===== src/rtl/uart_tx_fifo.sv =====
// Byte FIFO and launch sequencer in front of the UART transmitter: buffers host bytes,
// strobes one byte at a time into the transmitter and waits for its done edge or a watchdog.
module uart_tx_fifo #(
  parameter int DEPTH   = 16,
  parameter int AW      = 4,
  parameter int TIMEOUT = 200000
) (
  input  logic          clk1,
  input  logic          rst,
  input  logic          wr_en,
  input  logic [7:0]    din,
  output logic          full,
  output logic          empty,
  output logic [AW:0]   count,
  output logic          wr_data,
  output logic [7:0]    tx_data,
  input  logic          donet,
  output logic          busy,
  output logic          overflow,
  output logic          timeout_err,
  input  logic          clr_err
);

  localparam int          WDW     = $clog2(TIMEOUT + 1);
  localparam logic [AW:0] DEPTH_C = (AW + 1)'(DEPTH);
  localparam logic [WDW-1:0] WD_LAST = WDW'(TIMEOUT - 1);

  typedef enum logic [1:0] {
    S_IDLE   = 2'd0,
    S_LAUNCH = 2'd1,
    S_WAIT   = 2'd2
  } state_t;

  state_t          r_state;
  state_t          w_state_nxt;
  logic [7:0]      r_mem [DEPTH];
  logic [AW-1:0]   r_wr_ptr;
  logic [AW-1:0]   r_rd_ptr;
  logic [WDW-1:0]  r_wd;
  logic            r_done_q;
  logic            w_done_evt;
  logic            w_pop;
  logic            w_push;
  logic            w_reject;
  logic            w_wd_fire;
  logic [AW:0]     w_count_nxt;

  assign w_done_evt = donet & ~r_done_q;

  // Next-state decode; a pop only ever happens on the IDLE to LAUNCH step
  always_comb begin
    w_state_nxt = r_state;
    w_pop       = 1'b0;
    w_wd_fire   = 1'b0;
    case (r_state)
      S_IDLE: begin
        if (count != '0) begin
          w_pop       = 1'b1;
          w_state_nxt = S_LAUNCH;
        end else begin
          w_state_nxt = S_IDLE;
        end
      end
      S_LAUNCH: w_state_nxt = S_WAIT;
      S_WAIT: begin
        if (w_done_evt) begin
          w_state_nxt = S_IDLE;
        end else if (r_wd == WD_LAST) begin
          w_wd_fire   = 1'b1;
          w_state_nxt = S_IDLE;
        end else begin
          w_state_nxt = S_WAIT;
        end
      end
      default: w_state_nxt = S_IDLE;
    endcase
  end

  // Write acceptance and occupancy update
  always_comb begin
    w_push      = wr_en & ((count != DEPTH_C) | w_pop);
    w_reject    = wr_en & ~w_push;
    w_count_nxt = count;
    case ({w_push, w_pop})
      2'b10:   w_count_nxt = count + (AW + 1)'(1);
      2'b01:   w_count_nxt = count - (AW + 1)'(1);
      default: w_count_nxt = count;
    endcase
  end

  // Storage array; not reset, validity is tracked by the pointers and count
  always_ff @(posedge clk1) begin
    if (w_push) begin
      r_mem[r_wr_ptr] <= din;
    end
  end

  // Control state, pointers, registered outputs, watchdog and sticky errors
  always_ff @(posedge clk1 or posedge rst) begin
    if (rst) begin
      r_state     <= S_IDLE;
      r_wr_ptr    <= '0;
      r_rd_ptr    <= '0;
      r_wd        <= '0;
      r_done_q    <= 1'b0;
      count       <= '0;
      full        <= 1'b0;
      empty       <= 1'b1;
      wr_data     <= 1'b0;
      tx_data     <= 8'h00;
      busy        <= 1'b0;
      overflow    <= 1'b0;
      timeout_err <= 1'b0;
    end else begin
      r_state  <= w_state_nxt;
      r_done_q <= donet;
      if (w_push) begin
        r_wr_ptr <= r_wr_ptr + AW'(1);
      end
      if (w_pop) begin
        r_rd_ptr <= r_rd_ptr + AW'(1);
        tx_data  <= r_mem[r_rd_ptr];
      end
      count   <= w_count_nxt;
      full    <= (w_count_nxt == DEPTH_C);
      empty   <= (w_count_nxt == '0);
      wr_data <= (w_state_nxt == S_LAUNCH);
      busy    <= (w_state_nxt != S_IDLE);
      if (r_state == S_LAUNCH) begin
        r_wd <= '0;
      end else if (r_state == S_WAIT) begin
        r_wd <= r_wd + WDW'(1);
      end
      // A new error event in the same cycle as clr_err takes priority
      if (w_reject) begin
        overflow <= 1'b1;
      end else if (clr_err) begin
        overflow <= 1'b0;
      end
      if (w_wd_fire) begin
        timeout_err <= 1'b1;
      end else if (clr_err) begin
        timeout_err <= 1'b0;
      end
    end
  end

endmodule


===== config.mk =====
export PLATFORM = sky130hd
export DESIGN_NAME = uart_tx_fifo
export DESIGN_NICKNAME = d
export VERILOG_FILES = /design/src/rtl/uart_tx_fifo.sv
export SDC_FILE = /design/constraint.sdc
export NUM_CORES = 1
export LEC_CHECK = 0
export ABC_AREA = 0
export BUFFER_PORTS_ARGS = -buffer_cell sky130_fd_sc_hd__buf_2
export CELL_PAD_IN_SITES_DETAIL_PLACEMENT = 1
export CELL_PAD_IN_SITES_GLOBAL_PLACEMENT = 2
export CORE_MARGIN = 10
export CORE_UTILIZATION = 36
export DETAILED_ROUTE_END_ITERATION = 7
export PLACE_DENSITY_LB_ADDON = 0.1
export SLEW_MARGIN = 5
export SYNTH_ARGS = -nofsm -noshare
export SYNTH_HDL_FRONTEND = slang
export SYNTH_SLANG_ARGS = --single-unit

===== constraint.sdc =====
create_clock -name clk1 -period 3.5 [get_ports clk1]
set_input_delay 0.175 -clock clk1 [delete_from_list [all_inputs] [get_ports clk1]]
set_output_delay 0.175 -clock clk1 [all_outputs]
set_load 0.01 [all_outputs]

==> run_results.csv <==
group,metric,value,unit
outcome,status,"finished, final reports clean",
grt,grt_max_degree,35,
final_layout,fin_util,42.9,%
setup_path,crit_family,"compound AO/OA/AOI/OAI gates",
setup_path,end_kind,"flip-flop",
yosys,yosys-top-cells-area,"edfxtp_1 51%, dfrtp_1 16%, mux4_2 9.6%",
timing,hold_viol,0,
clock_network,cts_max_level,4,
grt,grtUsageTotal,13.5,%
setup_path,rr_endpoint,"empty$_DFF_PP1_",
setup_path,cp.depth,9,
placed_design,place_hpwl,11.4,mm
grt,grt_pass1_vias,4683,
yosys,ys_warn_count,0,
timing,finalSetupTns,0,ns
placed_design,finalWeightedCongestion,0.770,
setup_path,reg2reg_slack,0.35,ns
final_layout,regArea,5050,um2
timing,fin_crit,3.15,ns
clock_network,cts_tree,"built",
setup_path,crit_arrival,3.52,ns
yosys,ys_seq_area_share,67.1,%
placed_design,post-place-cells,791,
setup_path,crit_fanout,5,
timing,grt_setup_unrepaired,"false",
setup_path,critical-path-max-stage-delay,0.64,ns
power_and_ir_drop,leakagePower,3.23,nW
routing,routed_wl,17.0,mm
placed_design,port-buffer-count,31,
final_layout,nets,569,
timing,setup_viol,0,
yosys,synth_top_area_share,51.1,%
final_layout,final_cell_mix,"128 x edfxtp_1, 46 x dfrtp_1, 37 x nor2_1",
setup_path,crit_chain,"or4_1 -> o21ai_2 -> nor2_1 -> fa_1 -> a21o_1 -> a21o_1 -> mux2_2 -> a2111oi_2 -> and2_1",
routing,viasPerCell,5.09,
setup_path,crit_top_cell,"a21o_1",
timing,period_share,90.1,%
yosys,synth-async-reset-ratio,27.3,%
power_and_ir_drop,power_density,813,nW/um2
hold_path,holdPathStages,3,
timing,max_slew_margin,48.0,%
floorplan,rows,52,
setup_path,worst-path-buf-inv,0,
final_layout,area_growth_syn_to_layout,16.2,%
yosys,synthCells,485,
final_layout,nFillCells,2029,
hold_path,hp-start,"clr_err",
timing,max_freq,317,MHz
floorplan,die_y,164,um
routing,routed-via-count,4203,
setup_path,startpoint_type,"flip-flop",
yosys,synth_area_per_cell,15.5,um2
clock_network,cts_sinks,176,
yosys,ys_ff_latch,176,
final_layout,drive_gt1_share,25.4,%
routing,final_antenna_net_count,0,
setup_path,r2r_cells,9,
yosys,synth_area_leader_cell,"edfxtp_1",
power_and_ir_drop,vdd_drop_max,441,uV
clock_network,cts_root_buffer,"clkbuf_16",
routing,routedWlPerCell,20.6,um
setup_path,r2r_start,"count[1]$_DFF_PP0_",
grt,antenna_found_initial,0,
setup_path,cp_slowest_cell,"or4_1",
yosys,synth_ff_type,"edfxtp_1",
timing,final_max_slew_viol_count,0,
floorplan,die-area,27100,um2
yosys,syn_nets,512,
hold_path,hold_class,"input port to flip-flop",
clock_network,insertion_delay,0.43,ns
timing,skew,0.0109,ns
routing,drt_iter0_drc,163,
yosys,synth_cell_types,57,
final_layout,layout.cells.non_filler,825,
timing,tightest_slew,0.780,ns
yosys,syn_area,7520,um2
run,cap_violations,0,
clock_network,clk_pin_slew_worst_paths,0.07,ns
clock_network,cts_setup_buffers,0,
clock_network,cts_made_buffers,17,
timing,worst_hold_slack,0.0263,ns
final_layout,antenna_cells,0,
grt,grt_pass1_wl,27.4,mm
setup_path,worst_ep_required_time,3.87,ns
yosys,synth_edf_count,128,
routing,drtPass1Iterations,4,
routing,drcViolationCount,0,
floorplan,design.portCount,32,
setup_path,criticalPathCategory,"flip-flop to flip-flop",
floorplan,initial_utilization,36.9,%
clock_network,clock_path_buffers,2,
grt,overflow,0,
floorplan,design.core.area,20400,um2
final_layout,layout_commonest_cell,"edfxtp_1",
final_layout,multiInputGateArea,2310,um2
hold_path,hold_path_end,"overflow$_DFFE_PP0P_",
floorplan,die_width,164,um
## stage by stage
stage	total power [mW]	worst slack, ns	cell area (um2)
CTS	7.21	0.186	8730
finish	7.10	0.348	8730
global placement	5.26	0.292	8130
global route	7.59	0.139	8730
detailed placement	5.34	0.206	8130
floorplan	4.53	0.224	7520
## Yosys cell counts (2+ instances only)
| master | instances |
|---|---|
| a211o_1 | 8 |
| a21o_1 | 3 |
| a21oi_1 | 6 |
| and2_1 | 3 |
| and3_1 | 3 |
| and3_2 | 2 |
| and4_1 | 2 |
| buf_1 | 5 |
| buf_2 | 8 |
| clkbuf_1 | 11 |
| dfrtp_1 | 47 |
| edfxtp_1 | 128 |
| ha_1 | 13 |
| inv_1 | 14 |
| mux2i_1 | 20 |
| mux4_2 | 32 |
| nand2_1 | 28 |
| nand2b_1 | 8 |
| nand3_1 | 7 |
| nand4_1 | 2 |
| nor2_1 | 37 |
| nor2b_1 | 4 |
| nor3_1 | 19 |
| nor3b_1 | 2 |
| nor4_1 | 4 |
| o21a_1 | 2 |
| o21ai_0 | 17 |
| o22ai_1 | 3 |
| o311ai_0 | 2 |
| or2_2 | 3 |
| xnor2_1 | 14 |
| xor2_1 | 3 |
## report_power, final
group | switching, mW | leakage [nW] | internal [mW]
sequential | 0.285 | 1.76 | 2.58
combinational | 1.28 | 1.18 | 1.09
clock | 0.897 | 0.289 | 0.957
total | 2.46 | 3.23 | 4.63
## routing by layer
layer / global-route usage, % / share of wire (%)
met4: 2.90 / 0.74
met2: 22.9 / 51
met5: 0 / 0
met3: 3.53 / 3.1
met1: 16.9 / 45
## flip-flops by register name, summed over array words and instances, names as in the netlist, 2 cells and up
register	flops
count	5
r_mem	128
r_rd_ptr	4
r_state	2
r_wd	18
r_wr_ptr	4
tx_data	8
## cell families (layout without fill, tap and decap cells)
group | after synthesis | after routing | share of synthesized area, %
xor gates and xnor gates | 17 | 17 | 1.98
DFF | 176 | 176 | 67.1
buffers and inverters | 39 | 109 | 2.21
and+or+nand+nor | 134 | 134 | 9.17
AOI/OAI and AO/OA | 52 | 52 | 4.66
muxes | 53 | 53 | 12.4
adders and majority gates | 14 | 14 | 2.43
## layout make-up
class | count | area share, %
Clock buffer | 17 | 4.87
Sequential cell | 176 | 57.8
Tap cell | 270 | 3.87
Timing Repair Buffer | 63 | 4.58
Inverter | 14 | 0.602
Clock inverter | 15 | 1.81
Multi-Input combinational cell | 270 | 26.5
## worst min-delay path: cells and delay by family
family | cells | cell delay (ns)
buffers and inverters | 2 | 0.13
AOI/OAI and AO/OA | 1 | 0.12
## repair_timing
action	CTS	global route
resized for setup	0	1
hold buffers	2	0
setup endpoints to repair	0	1
endpoints found under the hold margin	25	0
## worst max-delay path by stage
| stage | start | endpoint | slack (ns) |
|---|---|---|---|
| floorplan | count[0]$_DFF_PP0_ | empty$_DFF_PP1_ | 0.22 |
| global placement | count[1]$_DFF_PP0_ | empty$_DFF_PP1_ | 0.29 |
| detailed placement | count[1]$_DFF_PP0_ | empty$_DFF_PP1_ | 0.21 |
| CTS | count[1]$_DFF_PP0_ | empty$_DFF_PP1_ | 0.19 |
| global route | count[1]$_DFF_PP0_ | empty$_DFF_PP1_ | 0.14 |
| finish | count[1]$_DFF_PP0_ | empty$_DFF_PP1_ | 0.35 |
No activity file was read; power rests on OpenSTA's default activity.
